[config.mk]
export PLATFORM = sky130hd
export DESIGN_NAME = phase_error_counter
export DESIGN_NICKNAME = d
export VERILOG_FILES = /design/src/rtl/phase_error_counter.sv
export SDC_FILE = /design/constraint.sdc
export NUM_CORES = 1
export LEC_CHECK = 0
export ABC_AREA = 1
export ABC_CLOCK_PERIOD_IN_PS = 2300
export CORE_MARGIN = 1
export CORE_UTILIZATION = 40
export CTS_BUF_LIST = sky130_fd_sc_hd__clkbuf_4 sky130_fd_sc_hd__clkbuf_8
export DETAILED_ROUTE_END_ITERATION = 8
export PLACE_DENSITY_LB_ADDON = 0.2
export SLEW_MARGIN = 20
export SYNTH_ARGS = -nofsm -noshare
export SYNTH_HDL_FRONTEND = slang
export SYNTH_SLANG_ARGS = --single-unit
[constraint.sdc]
create_clock -name fpga_clk_i -period 2.3 [get_ports fpga_clk_i]
set_clock_uncertainty 0.15 [all_clocks]
set_input_delay 0.23 -clock fpga_clk_i [delete_from_list [all_inputs] [get_ports fpga_clk_i]]
set_output_delay 0.23 -clock fpga_clk_i [all_outputs]
set_load 0.1 [all_outputs]
[src/rtl/phase_error_counter.sv]
// Phase error counter between a reference clock and a divided DCO feedback clock.
// Both clocks are synchronized into the fpga_clk_i domain and edge-detected; the
// first edge to arrive starts a signed count (positive when ref leads) that stops
// on the other clock's edge and is reported for one cycle with trigger_o.
//
// Ports:
//   fpga_clk_i     system clock, all state on its rising edge
//   reset_n_i      asynchronous active-low reset
//   enable_i       measurement enable (fpga_clk_i domain)
//   ref_clk_i      reference clock (asynchronous)
//   dco_clk_i      divided DCO feedback clock (asynchronous)
//   counter_val_o  signed phase error in fpga_clk_i cycles
//   trigger_o      one-cycle pulse while counter_val_o holds a finished measurement
//   cycle_slip_o   one-cycle pulse when the leading clock edges twice
//   state_o        FSM state, debug only
module phase_error_counter #(
   parameter int unsigned WIDTH = 20
) (
   input  logic             fpga_clk_i,
   input  logic             reset_n_i,
   input  logic             enable_i,
   input  logic             ref_clk_i,
   input  logic             dco_clk_i,
   output logic [WIDTH-1:0] counter_val_o,
   output logic             trigger_o,
   output logic             cycle_slip_o,
   output logic [2:0]       state_o
);

   localparam logic [2:0] IDLE     = 3'd0;
   localparam logic [2:0] LEAD_REF = 3'd1;
   localparam logic [2:0] LEAD_DCO = 3'd2;
   localparam logic [2:0] REPORT   = 3'd3;
   localparam logic [2:0] CLEAR    = 3'd4;

   localparam logic [WIDTH-1:0] CNT_MAX = {1'b0, {(WIDTH-1){1'b1}}};
   localparam logic [WIDTH-1:0] CNT_MIN = {1'b1, {(WIDTH-1){1'b0}}};

   logic [1:0]       ref_sync;
   logic [1:0]       dco_sync;
   logic             ref_prev;
   logic             dco_prev;
   logic             ref_edge;
   logic             dco_edge;
   logic [1:0]       arm_cnt;
   logic             armed;

   logic [2:0]       state;
   logic [2:0]       state_next;
   logic [WIDTH-1:0] cnt_next;
   logic             trig_next;
   logic             slip_next;

   // Edges are masked until the synchronizers have been filled after reset, so a
   // level already high at reset release is not taken for a rising edge.
   assign armed = (arm_cnt == 2'd3);

   // Synchronizers and registered rising-edge detectors.
   always_ff @(posedge fpga_clk_i or negedge reset_n_i) begin
      if (!reset_n_i) begin
         ref_sync <= 2'b00;
         dco_sync <= 2'b00;
         ref_prev <= 1'b0;
         dco_prev <= 1'b0;
         ref_edge <= 1'b0;
         dco_edge <= 1'b0;
         arm_cnt  <= 2'd0;
      end else begin
         ref_sync <= {ref_sync[0], ref_clk_i};
         dco_sync <= {dco_sync[0], dco_clk_i};
         ref_prev <= ref_sync[1];
         dco_prev <= dco_sync[1];
         ref_edge <= armed & ref_sync[1] & ~ref_prev;
         dco_edge <= armed & dco_sync[1] & ~dco_prev;
         if (!armed) begin
            arm_cnt <= arm_cnt + 2'd1;
         end
      end
   end

   // State and output registers.
   always_ff @(posedge fpga_clk_i or negedge reset_n_i) begin
      if (!reset_n_i) begin
         state         <= IDLE;
         counter_val_o <= '0;
         trigger_o     <= 1'b0;
         cycle_slip_o  <= 1'b0;
      end else begin
         state         <= state_next;
         counter_val_o <= cnt_next;
         trigger_o     <= trig_next;
         cycle_slip_o  <= slip_next;
      end
   end

   assign state_o = state;

   // Next-state and next-output logic.
   always_comb begin
      state_next = state;
      cnt_next   = counter_val_o;
      slip_next  = 1'b0;
      case (state)
         IDLE: begin
            cnt_next = '0;
            if (enable_i) begin
               if (ref_edge && dco_edge) begin
                  state_next = REPORT;
               end else if (ref_edge) begin
                  state_next = LEAD_REF;
                  cnt_next   = WIDTH'(1);
               end else if (dco_edge) begin
                  state_next = LEAD_DCO;
                  cnt_next   = '1;
               end
            end
         end
         LEAD_REF: begin
            if (!enable_i) begin
               state_next = CLEAR;
               cnt_next   = '0;
            end else if (dco_edge) begin
               // Lagging edge closes the measurement; a coincident ref edge is dropped.
               state_next = REPORT;
            end else begin
               if (counter_val_o != CNT_MAX) begin
                  cnt_next = counter_val_o + WIDTH'(1);
               end
               slip_next = ref_edge;
            end
         end
         LEAD_DCO: begin
            if (!enable_i) begin
               state_next = CLEAR;
               cnt_next   = '0;
            end else if (ref_edge) begin
               state_next = REPORT;
            end else begin
               if (counter_val_o != CNT_MIN) begin
                  cnt_next = counter_val_o - WIDTH'(1);
               end
               slip_next = dco_edge;
            end
         end
         REPORT: begin
            state_next = CLEAR;
            cnt_next   = '0;
         end
         CLEAR: begin
            state_next = IDLE;
            cnt_next   = '0;
         end
         default: begin
            state_next = IDLE;
            cnt_next   = '0;
         end
      endcase
      trig_next = (state_next == REPORT);
   end

endmodule

After elaboration in Yosys (flattened, before gate mapping)
Cells that the tools add are included.
Operators by class
  $add $sub $neg: 3
  multiplexer cells: 25
  equality and inequality tests: 11
  reductions and logical operators: 3
  bitwise gates (word level): 6
Operators with widths (count)
  $mux W20: 10
  $pmux W20 S3: 1
  $mux W3: 8
  $add A20 B1 Y20 const B: 1
  $ne A20 B19 Y1 const B: 1
  $ne A20 B20 Y1 const B: 1
  $sub A20 B1 Y20 const B: 1
  $ne A3 B3 Y1 const B: 4
  $pmux W3 S4: 1
  $eq A3 B2 Y1 const B: 3
  $and A1 B1 Y1: 4
  $mux W1: 4
  $reduce_and A4 Y1: 1
  $eq A3 B1 Y1 const B: 1
  $logic_not A3 Y1: 1
  $add A2 B1 Y2 const B: 1
  $eq A2 B2 Y1 const B: 1
  $not A1 Y1: 2
  $pmux W1 S2: 1
  $logic_and A1 B1 Y1: 1
Word-level totals
  input port bits: 5
  logic and storage cells: 59
  flip-flop bits (word level): 35

Logic depth before layout (Yosys ltp)
Gate-level depths: netlist (run 1).
  word-level depth: 6
  gate-level depth with buffers: 12

Least setup slack after synthesis (run 1)
OpenSTA, ideal clock, no wires.
  path type: register -> register
  start point: reg counter_val_o[0]
  end point: reg counter_val_o[0]
  period minus slack after synthesis: 2.596 ns
  stages on the path, launching flop included: 12
  required time: 2.021 ns
  setup time: 0.129 ns
  path buffers: 1
  data arrival time: 2.316 ns
  slack: -0.296 ns
  cells stage by stage: dfrtp_1 -> inv_1 -> ha_1 -> nand2_2 -> nor2_4 -> nand2_1 -> nor2_1 -> nand2_1 -> nand3b_4 -> buf_4 -> nand2_1 -> o21ai_0
Between the ends
  word-level cells in the longest chain between the ends: 5
RTL lines
  start, declared: line 24  | output logic [WIDTH-1:0] counter_val_o,
  start signal, assigned: line 90  | counter_val_o <= cnt_next;
  $sub A20 B1 Y20 / $add A20 B1 Y20 (equally long branches): line 140, 127
  $mux W20 (on tied branches): line 139, 126
  $mux W20 (on tied branches): line 136, 122
  $mux W20 (on tied branches): line 133, 119
  $pmux W20 S3: line 103  | case (state)
Parallel ways exist; a longest one is shown, timed or not. The select of a mux whose other input is x is not followed.
A chain may end at the register's enable or synchronous reset.

Worst setup path in the final report (run 1)
  start point: reg counter_val_o[0]
  end point: reg counter_val_o[13]
Same word-level chain as after synthesis.

==> flow_metrics.tcl, run 1 <==
set metrics [dict create \
    outcome "complete, no violations" \
    power_density_mw_per_mm2 1089 \
    via_per_inst 5.289 \
    wl_microns 7119 \
    yosysTopAreaCell "dfrtp_1" \
    io_pins 30 \
    fin_crit_sh_pct 88.40 \
    synth_nets 413 \
    critPathLaunchType "flip-flop" \
    crit_type "flip-flop to flip-flop" \
    post_cts_buffers 0 \
    drv_slew 0 \
    setup_viol 0 \
    core_area_sq_mm 0.006386 \
    rows 29 \
    final_nets 445 \
    clk_path_buf_depth 2 \
    port_buffers 29 \
    cts_tree "yes" \
    min_period_ps 2033 \
    dieHeight_microns 83.40 \
    peakVddDrop_mv 0.5423 \
    start_util_pct 41.50 \
    drt_iter0_markers 172 \
    clk_latency_ps 290 \
    yosysSeqAreaShare_pct 33.05 \
    clk_pin_slew_ps 80 \
    antenna_found_initial 0 \
    grt_usage_pct 21.78 \
    synth.most_common_cell "nand2_1" \
    fin_tns_setup_ps 0 \
    avgRoutedWirePerCell_microns 13.90 \
    hold_viol 0 \
    grt_max_degree 36 \
    firstDrtPassIters 5 \
    synth_top_area_share_pct 33.05 \
    drive_gt1_share_pct 17.47 \
    arrival_ps 2070 \
    tightest_slew_ps 784.8 \
    dp.cells 503 \
    avgSynthCellArea_sq_um 6.592 \
    synth.area.top_cells "dfrtp_1 33%, nand2_1 17%, nand3_1 10%" \
    ys_ff_latch 35 \
    fill_cells 672 \
    die_x_microns 83.40 \
    synth.distinct_cells 30 \
    cts-root-buf "clkbuf_8" \
    clock-sinks 35 \
    register_area_sq_um 892.1 \
    die_area_sq_mm 0.006955 \
    p_leak_uw 0.001485 \
    cts_buffers 5 \
    synth_flop_cell "dfrtp_1" \
    area_delta_synth_final_pct 16.90 \
    timing.hold.ws_ps 210.5 \
    grt_pass1_vias 2522 \
    max-cap-violations 0 \
    vias 2708 \
    drc_errors 0 \
    cp-end-kind "flip-flop" \
    rsz0062_at_grt "no" \
    syn-cell-area_sq_mm 0.002650 \
    multi_input_area_sq_mm 0.001524 \
    cts-htree-levels 2 \
    relSlewSlack_pct 47.68 \
    place_hpwl_microns 5263 \
    max_freq_mhz 491.8 \
    place_congestion 0.9491 \
    grt-ovfl-total 0 \
    grt_pass1_wl_microns 12200 \
    synthCells 402 \
    async_flop_share_pct 100.0 \
    ant_nets 0 \
    synth_edf_count 0 \
    hold_path.class "flip-flop to flip-flop" \
    synth_common_cells "121 x nand2_1, 54 x nand3_1, 54 x nor2_1" \
    diodes 0 \
    crit_path_max_fanout 16 \
    ys_warn_count 0 \
    crit_required_ps 2330 \
    fin_cells 512 \
]
==> per-stage QoR <==
stage                     worst slack, ps  utilization, %  cell area (sq um)  power, uW
after CTS                           274.3           48.51               3098       3385
after global placement              300.7           46.53               2972       2781
final                               266.8           48.51               3098       3374
after global routing                43.46           48.51               3098       3596
after detailed placement            274.6           46.53               2972       2794
after floorplan                     37.03               -               2666       2366
==> final timing paths <==
check | cells after the start | to | slack [ps] | startpoint
setup / recovery | 11 | counter_val_o[13] | 270 | counter_val_o[0]
hold / removal | 0 | dco_sync[1] | 210 | dco_sync[0]
setup reg to reg | 11 | counter_val_o[13] | 270 | counter_val_o[0]
hold reg to reg | 0 | dco_sync[1] | 210 | dco_sync[0]
max in group asynchronous | 2 | counter_val_o[0] | 1060 | reset_n_i
min in group asynchronous | 2 | counter_val_o[2] | 400 | reset_n_i
==> layout make-up <==
cell class	instances	share of cell area, %
multi-input combinational	313	49.19
inverter	39	4.806
timing repair buffer	40	10.34
clock inverter	3	1.535
clock buffer	5	2.221
sequential	35	28.80
tap	77	3.110
==> flip-flops by register name (all words and copies together), names as in the netlist <==
register and cells:
arm_cnt 2, counter_val_o 20, cycle_slip_o 1, dco_edge 1, dco_prev 1, dco_sync 2
ref_edge 1, ref_prev 1, ref_sync 2, state_o 3, trigger_o 1
==> logic make-up after synthesis <==
| kind of cell | synth area share, % |
|---|---|
| mux | 0.4249 |
| xor+xnor | 2.975 |
| compound gates | 9.066 |
| buf+inv | 9.443 |
| fa+ha+maj | 2.833 |
| simple gates | 42.21 |
| flops | 33.05 |
==> where the power goes <==
group | switching [uW] | internal (uW)
sequential | 192 | 716
clock | 248 | 328
combinational | 1380 | 510
total | 1820 | 1550
==> routing by layer <==
layer	part of all wire [%]	global-route usage [%]	wire length, microns
met5	0	0	0
met4	1.6	7.053	117
met3	4.2	3.579	297
met2	47	35.99	3332
met1	47	29.02	3372
==> repair_timing <==
| action | in CTS | in global routing |
|---|---|---|
| resized for setup | 0 | 0 |
| hold buffers | 1 | 0 |
| endpoints found under the setup margin | 0 | 0 |
| endpoints found under the hold margin | 35 | 0 |
==> placed cells by master, fill, tap and decap left out, types with 2 or more instances in the layout <==
master | synthesis | layout
nor2_1 | 54 | 54
nand2_1 | 121 | 121
nand2_2 | 3 | 3
xor2_1 | 6 | 6
nor2_4 | 3 | 3
nand4_1 | 7 | 7
dfrtp_1 | 35 | 22
clkbuf_8 | 0 | 5
nor2_2 | 3 | 3
a21oi_1 | 9 | 9
clkdlybuf4s50_1 | 0 | 3
o21ai_2 | 5 | 5
nor3_1 | 6 | 6
buf_4 | 3 | 34
o21ai_1 | 2 | 2
dfrtp_2 | 0 | 13
o21ai_0 | 22 | 22
inv_1 | 38 | 38
xnor2_1 | 3 | 3
nand3_1 | 54 | 54
ha_1 | 6 | 6
==> critical path, cell delays in order, from the launching register on <==
cell,delay (ps)
dfrtp_2,460
inv_1,100
ha_1,250
nand2_2,120
nor2_4,120
nand2_1,70
nor2_1,90
nand2_1,90
nand3b_4,170
inv_4,130
nand2_1,100
o21ai_2,50
Power figures use the tool's default switching activity.
==> inputs of run 2 (changes only) <==
--- a/config.mk
+++ b/config.mk
@@ -11,6 +11,7 @@
 export CORE_UTILIZATION = 40
 export CTS_BUF_LIST = sky130_fd_sc_hd__clkbuf_4 sky130_fd_sc_hd__clkbuf_8
 export DETAILED_ROUTE_END_ITERATION = 8
+export MAX_ROUTING_LAYER = met4
 export PLACE_DENSITY_LB_ADDON = 0.2
 export SLEW_MARGIN = 20
 export SYNTH_ARGS = -nofsm -noshare
==> run 2 against run 1 <==
  * Die area unchanged
  * Critical path type unchanged
  * Worst hold slack got worse by 5.5 ps
  * Count of clock-buffer cells in the layout unchanged
  * Sequential cell count unchanged
  * Non-clock buffer count unchanged
  * Total power increased by 0.42%
  * Global-route usage increased by 0.96 points
  * Register-to-register slack about the same
==> flow_metrics.tcl, run 2 (same netlist as run 1, synthesis figures left out) <==
set metrics [dict create \
    hold_path.class "flip-flop to flip-flop" \
    max-cap-violations 0 \
    wl_microns 7096 \
    clk_pin_slew_ps 90 \
    final_nets 445 \
    dp_slack_ps 238.8 \
    cts_tree "yes" \
    setup_viol 0 \
    crit_required_ps 2340 \
    antenna_found_initial 0 \
    final_util_pct 48.51 \
    worstReg2RegEnd "counter_val_o[5]" \
    placed_cell_area_sq_mm 0.002972 \
    io_pins 30 \
    rows 29 \
    core_area_sq_mm 0.006386 \
    start_util_pct 41.50 \
    largest_reg_flops 20 \
    relSlewSlack_pct 46.73 \
    arrival_ps 2070 \
    drive_gt1_share_pct 17.47 \
    diodes 0 \
    cts-root-buf "clkbuf_8" \
    die_area_sq_mm 0.006955 \
    fin_crit_sh_pct 87.97 \
    post_cts_buffers 0 \
    clk_path_buf_depth 2 \
    cts_buffers 5 \
    vias 2668 \
    via_per_inst 5.211 \
    multi_input_area_sq_mm 0.001524 \
    seqPwrFrac_pct 26.8 \
    max_freq_mhz 494.3 \
    clock-sinks 35 \
    drc_errors 0 \
    p_int_uw 1555 \
    regMostFlops "counter_val_o" \
    critPathLaunchType "flip-flop" \
    r2r_cells 10 \
    grt_usage_pct 22.74 \
    grt_max_degree 36 \
    port_buffers 29 \
    fin_tns_setup_ps 0 \
    firstDrtPassIters 5 \
    grt-ovfl-total 0 \
    area_delta_synth_final_pct 16.90 \
    crit_type "flip-flop to flip-flop" \
    avgRoutedWirePerCell_microns 13.86 \
    reg2reg_slack_ps 280 \
    place_hpwl_microns 5197 \
    final_common_cell "nand2_1" \
    dieHeight_microns 83.40 \
    grt_pass1_vias 2605 \
    drv_slew 0 \
    p_leak_uw 0.001485 \
    endpoint "counter_val_o[5]" \
    drt_iter0_markers 166 \
    finalPower_uw 3388 \
    cts_resized 0 \
    cp-end-kind "flip-flop" \
    outcome "complete, no violations" \
    comb_power_share_pct 55.6 \
    crit_start "counter_val_o[0]" \
    setup_ws_ps 276.8 \
    tightest_slew_ps 799.1 \
    grt_pass1_wl_microns 12320 \
    design_area_sq_mm 0.003098 \
    hold_viol 0 \
    rsz0062_at_grt "no" \
    register_area_sq_um 892.1 \
    place_congestion 0.9481 \
    cts_hold_buf 1 \
    cts-htree-levels 2 \
    rr_startpoint "counter_val_o[0]" \
    clk_latency_ps 300 \
    ant_nets 0 \
    fill_cells 666 \
    crit_path_max_fanout 16 \
    min_period_ps 2023 \
    p_clk_share_pct 17.6 \
    p_sw_uw 1833 \
    die_x_microns 83.40 \
    power_density_mw_per_mm2 1094 \
    peakVddDrop_mv 0.5137 \
    switching_share_pct 54.10 \
    final_cell_mix "121 x nand2_1, 54 x nand3_1, 54 x nor2_1" \
]
[run 2: cell counts in the layout (fill, tap and decap cells not counted)]
Identical to the previous run, type by type.
[run 2: worst min-delay path by stage]
| stage | startpoint | to | slack, ps | depth (start not counted) |
|---|---|---|---|---|
| floorplan | reset_n_i | arm_cnt[0] | -220 | 0 |
| global placement | ref_sync[0] | ref_sync[1] | 190 | 0 |
| detailed placement | ref_sync[0] | ref_sync[1] | 190 | 0 |
| CTS | dco_clk_i | dco_sync[0] | 200 | 1 |
| global route | dco_clk_i | dco_sync[0] | 210 | 1 |
| finish | ref_sync[0] | ref_sync[1] | 200 | 0 |
[run 2: cell type report]
class                           instances  share of cell area [%]
Clock buffer                            5                   2.221
Sequential cell                        35                   28.80
Multi-Input combinational cell        313                   49.19
Tap cell                               77                   3.110
Inverter                               39                   4.806
Timing Repair Buffer                   40                   10.34
Clock inverter                          3                   1.535
[run 2: stage by stage]
| step | hold slack (ps) | instances |
|---|---|---|
| after floorplan | -215.6 | 402 |
| after global placement | 187.3 | 503 |
| after detailed placement | 191.1 | 503 |
| after CTS | 204.2 | 512 |
| after global routing | 208.5 | 512 |
| final | 205.0 | 512 |
[run 2: power groups by stage]
| stage | logic, uW | clock network (uW) | registers [uW] |
|---|---|---|---|
| finish | 1880 | 598 | 907 |
| global route | 2060 | 632 | 934 |
| CTS | 1880 | 617 | 906 |
| detailed placement | 1870 | 0 | 917 |
| global placement | 1860 | 0 | 917 |
| floorplan | 921 | 0 | 1450 |
[run 2: per-layer routing]
layer  vias up  track usage [%]  part of all wire [%]
li1       1361                -                     -
met1      1198            29.15                    45
met2        93            36.59                    46
met3        16            4.374                   7.0
met4         0            6.583                   2.0
met5         -                -                     0
[run 2: worst max-delay path, stage by stage (launching register included)]
cell      delay [ps]
dfrtp_2          450
ha_1             220
nand2_1           70
nor2_1           160
nand2_2          130
nor2_4           150
nand4_2          120
nand3b_4         190
inv_4            120
nand2_1           80
o21ai_0           70
